[config.mk]
export PLATFORM = sky130hd
export DESIGN_NAME = dff_write_arbiter
export DESIGN_NICKNAME = d
export VERILOG_FILES = /design/src/rtl/dff_write_arbiter.sv
export SDC_FILE = /design/constraint.sdc
export NUM_CORES = 1
export LEC_CHECK = 0
export ABC_AREA = 0
export BUFFER_PORTS_ARGS = -buffer_cell sky130_fd_sc_hd__buf_2
export CORE_ASPECT_RATIO = 1.75
export CORE_MARGIN = 1
export CORE_UTILIZATION = 45
export CTS_CLUSTER_SIZE = 25
export DETAILED_ROUTE_END_ITERATION = 10
export GPL_TIMING_DRIVEN = 0
export PLACE_DENSITY = 0.73
export SLEW_MARGIN = 20
export SYNTH_ARGS = -nofsm -noshare
export SYNTH_HDL_FRONTEND = slang
export SYNTH_SLANG_ARGS = --single-unit
[constraint.sdc]
create_clock -name clk -period 3.04 [get_ports clk]
set_input_delay 0.152 -clock clk [delete_from_list [all_inputs] [get_ports clk]]
set_output_delay 0.152 -clock clk [all_outputs]
set_load 0.01 [all_outputs]
[src/rtl/dff_write_arbiter.sv]
// rtl/dff_write_arbiter.sv - round-robin write arbiter committing one requester's word into a shared register
module dff_write_arbiter #(
    parameter int NREQ = 4,
    parameter int W    = 3
) (
    input  logic                            clk,
    input  logic                            rst_n,
    input  logic [NREQ-1:0]                 req,
    input  logic [NREQ*W-1:0]               wdata,
    output logic [NREQ-1:0]                 gnt,
    output logic [$clog2(NREQ)-1:0]         owner,
    output logic [W-1:0]                    q,
    output logic                            q_valid,
    output logic [7:0]                      wr_cnt
);

    localparam int IW = $clog2(NREQ);

    typedef enum logic {IDLE, GRANT} state_t;

    state_t          state;
    logic [IW-1:0]   ptr;
    logic [IW-1:0]   gidx;
    logic [IW-1:0]   pick;
    logic [IW-1:0]   idx;

    // Scan from the highest offset down so the requester closest to ptr wins.
    always_comb begin
        pick = '0;
        idx  = '0;
        for (int k = NREQ - 1; k >= 0; k--) begin
            idx = IW'((int'(ptr) + k) % NREQ);
            if (req[idx]) begin
                pick = idx;
            end
        end
    end

    always_ff @(posedge clk) begin
        if (!rst_n) begin
            state   <= IDLE;
            ptr     <= '0;
            gidx    <= '0;
            gnt     <= '0;
            owner   <= '0;
            q       <= '0;
            q_valid <= 1'b0;
            wr_cnt  <= '0;
        end else begin
            case (state)
                IDLE: begin
                    q_valid <= 1'b0;
                    if (|req) begin
                        gnt   <= NREQ'(1) << pick;
                        gidx  <= pick;
                        state <= GRANT;
                    end
                end
                GRANT: begin
                    // Commit is unconditional: the grant already guaranteed this slot.
                    q       <= wdata[int'(gidx)*W +: W];
                    owner   <= gidx;
                    wr_cnt  <= wr_cnt + 8'd1;
                    ptr     <= (gidx == IW'(NREQ - 1)) ? '0 : gidx + IW'(1);
                    gnt     <= '0;
                    q_valid <= 1'b1;
                    state   <= IDLE;
                end
                default: state <= IDLE;
            endcase
        end
    end

endmodule
==> impl_metrics.csv <==
group,metric,value,unit
placement,portBuffers,35,
sta,relSlewSlack,57.4,%
die,fp-row-count,23,
critical_path,cp_top_family,"simple AND/OR/NAND/NOR gates",
grt,grt_overflow_total,0,
clock_network,htree_num_levels,1,
critical_path,cp.arrival,1590,ps
critical_path,worst_setup_path_start_kind,"flip-flop",
critical_path,critPathSlowestCell,"dfxtp_1",
grt,grt_pass1_vias,781,
pwr,p_sw,155,µW
pwr,seqPwrFrac,53.0,%
critical_path,path_cells,"mux2i_1 > nor2_1 > or3_4 > o31ai_2",
synthesis,synth_area,1090,µm²
synthesis,synth_largest_area_cell,"dfxtp_1",
die,io_pins,36,
synthesis,yosys.area.top_type_share,42.3,%
die,die_h,67.1,µm
sta,finalSetupViolations,0,
pwr,power.clock.fraction,29.7,%
synthesis,synth_top_flop_cell,"dfxtp_1",
clock_network,cts_tree,"done",
pwr,switching_share,25.0,%
placement,gp_congestion,0.698,
critical_path,end_kind,"flip-flop",
synthesis,syn_inst,106,
critical_path,cp.required,3220,ps
critical_path,crit_cells,4,
routing,viasPerCell,5.25,
grt,grt_util_all_layers,18.2,%
sta,worst_pin_slew,634,ps
critical_path,path_buf_inv,0,
sta,fin_hold_ws,276,ps
routing,drcViolationCount,0,
critical_path,worstRegToRegCells,4,
routing,post_drt_wl_per_cell,12.7,µm
sta,fin_tns_setup,0,ps
routing,drt.antenna.violating_nets,0,
sta,rsz0062_at_grt,"no",
grt,grt_max_degree,13,
cells_and_area,layout_common_cells,"buf_2 (37), dfxtp_1 (23), mux2i_1 (9), nor2b_1 (9), and2_1 (7)",
routing,drtIter0Drc,4,
synthesis,yosys-top-cells-area,"dfxtp_1 (42%), mux2i_1 (8.3%), mux4_2 (6.2%)",
synthesis,ys_seq_elements,23,
hold_path,hold_path_class,"input port to flip-flop",
routing,drt_wl_total,2160,µm
sta,drv_slew,0,
clock_network,clock_path_buffers,2,
die,dieArea,2630,µm²
clock_network,hold_buffers,0,
sta,skew,2.11,ps
pwr,p_per_area,464,nW/µm²
cells_and_area,fillCellCount,223,
grt,grt_pass1_wl,3240,µm
grt,antenna_found_initial,0,
clock_network,clock_latency,260,ps
job,drv_cap,0,
run_status,status,"finished, final reports clean",
hold_path,whs_path_depth,4,
pwr,intPower,466,µW
sta,final.min_clock_period,1410,ps
sta,fmax,710,MHz
sta,hold_viol,0,
synthesis,syn_avg_cell_area,10.3,µm²
pwr,combPwrFrac,17.4,%
sta,fin_crit_sh,46.4,%
critical_path,max_stage_delay,410,ps
pwr,leakage,0.000607,µW
pwr,peakVddDrop,0.289,mV
critical_path,crit_fanout,5,
routing,via_count,892,
die,initial_core_util,47.3,%
placement,dpl.hpwl,1730,µm
cells_and_area,area_growth_syn_to_layout,23.1,%
die,core_area,2300,µm²
clock_network,post_cts_buffers,0,
synthesis,syn_nets,126,
critical_path,crit_type,"flip-flop to flip-flop",
synthesis,yosysWarnings,0,
clock_network,cts_resized,0,
synthesis,yosys.cell_types.count,35,
clock_network,cts.clk_slew.worst_paths,80,ps
synthesis,seq_area_frac_synth,42.3,%
die,die_w,39.2,µm
clock_network,cts_made_buffers,3,
cells_and_area,drive_above_1_share,36.6,%
clock_network,clock-sinks,23,
cells_and_area,seqCellArea,460,µm²
synthesis,ys_async_sr_fraction,0,%
clock_network,clk_root_buffer_cell,"clkbuf_8",
cells_and_area,multi_input_area,594,µm²
cells_and_area,num_antenna_cells,0,
cells_and_area,final_nets,166,
synthesis,synth_edf_count,0,
routing,drt_pass1_iterations,4,
cells_and_area,layout.cells.most_common,"buf_2",
tightest hold or removal path, cell delays in order:
cell	delay, ps
buf_2	100
nor4_2	80
nand3_1	80
o31ai_1	60
state kept, by name, summed over array words and instances, names as in the netlist:
register and cells:
gidx 2, gnt 4, owner 2, ptr 2, q 3, q_valid 1
state 1, wr_cnt 8
cell usage after synthesis (2+ instances only):
cell type,instances
nand4_1,3
nor2_2,2
mux4_2,3
and2_1,7
a31o_1,2
xnor2_1,4
inv_1,2
ha_1,2
or3_1,2
a21oi_1,2
mux2i_1,9
nand3_1,2
nand2b_1,2
dfxtp_1,23
nand2_1,5
and3_1,3
o21ai_0,3
nor2_1,3
buf_2,2
a21boi_1,2
nor2b_1,9
stage by stage:
| stage | instance area [µm²] | worst slack, ps | utilization, % | cells | power (µW) |
|---|---|---|---|---|---|
| 2_1_floorplan | 1090 | 1730 | - | 106 | 408 |
| 3_3_place_gp | 1290 | 1670 | 56.3 | 166 | 442 |
| 3_5_place_dp | 1290 | 1640 | 56.3 | 166 | 446 |
| 4_1_cts | 1340 | 1620 | 58.2 | 170 | 633 |
| 5_1_grt | 1340 | 1550 | 58.2 | 170 | 652 |
| 6_report | 1340 | 1630 | 58.2 | 170 | 622 |
power groups by stage:
stage                     combinational, µW  sequential [µW]  clock [µW]
final                                   108              329         184
after global routing                    120              331         201
after CTS                               110              330         193
after detailed placement                109              337           0
after global placement                  106              336           0
after floorplan                        68.1              340           0
per-layer routing:
metal / vias to the layer above / track usage (%) / wire [µm] / part of all wire (%)
li1: 453 / - / - / -
met1: 412 / 17.1 / 828 / 38
met2: 23 / 33.5 / 1200 / 55
met3: 4 / 2.67 / 83 / 3.8
met4: 0 / 11.6 / 49 / 2.3
met5: - / 0 / 0 / 0
worst paths after layout:
path,start,end,slack (ps)
setup / recovery,ptr[1]$_SDFFE_PN0P_,gnt[1]$_SDFFE_PN0P_,1630
hold / removal,req[1],gnt[0]$_SDFFE_PN0P_,280
setup reg to reg,ptr[1]$_SDFFE_PN0P_,gnt[1]$_SDFFE_PN0P_,1630
hold reg to reg,gnt[0]$_SDFFE_PN0P_,gnt[0]$_SDFFE_PN0P_,480
final cells by class:
| cell class | count | area share [%] |
|---|---|---|
| multi-input combinational | 76 | 44.4 |
| sequential | 23 | 34.4 |
| timing repair buffer | 35 | 13.1 |
| clock buffer | 4 | 3.36 |
| tap | 25 | 2.33 |
| buffer | 5 | 1.96 |
| inverter | 2 | 0.560 |
cells by family after synthesis:
family,after synthesis,synth area share (%)
buffers and inverters,7,3.10
XOR/XNOR,5,4.02
AO/OA/AOI/OAI,14,9.88
multiplexers,12,14.5
adder cells (fa/ha/maj),2,2.30
AND/OR/NAND/NOR,43,23.9
flip-flops,23,42.3
Power figures use the tool's default switching activity.
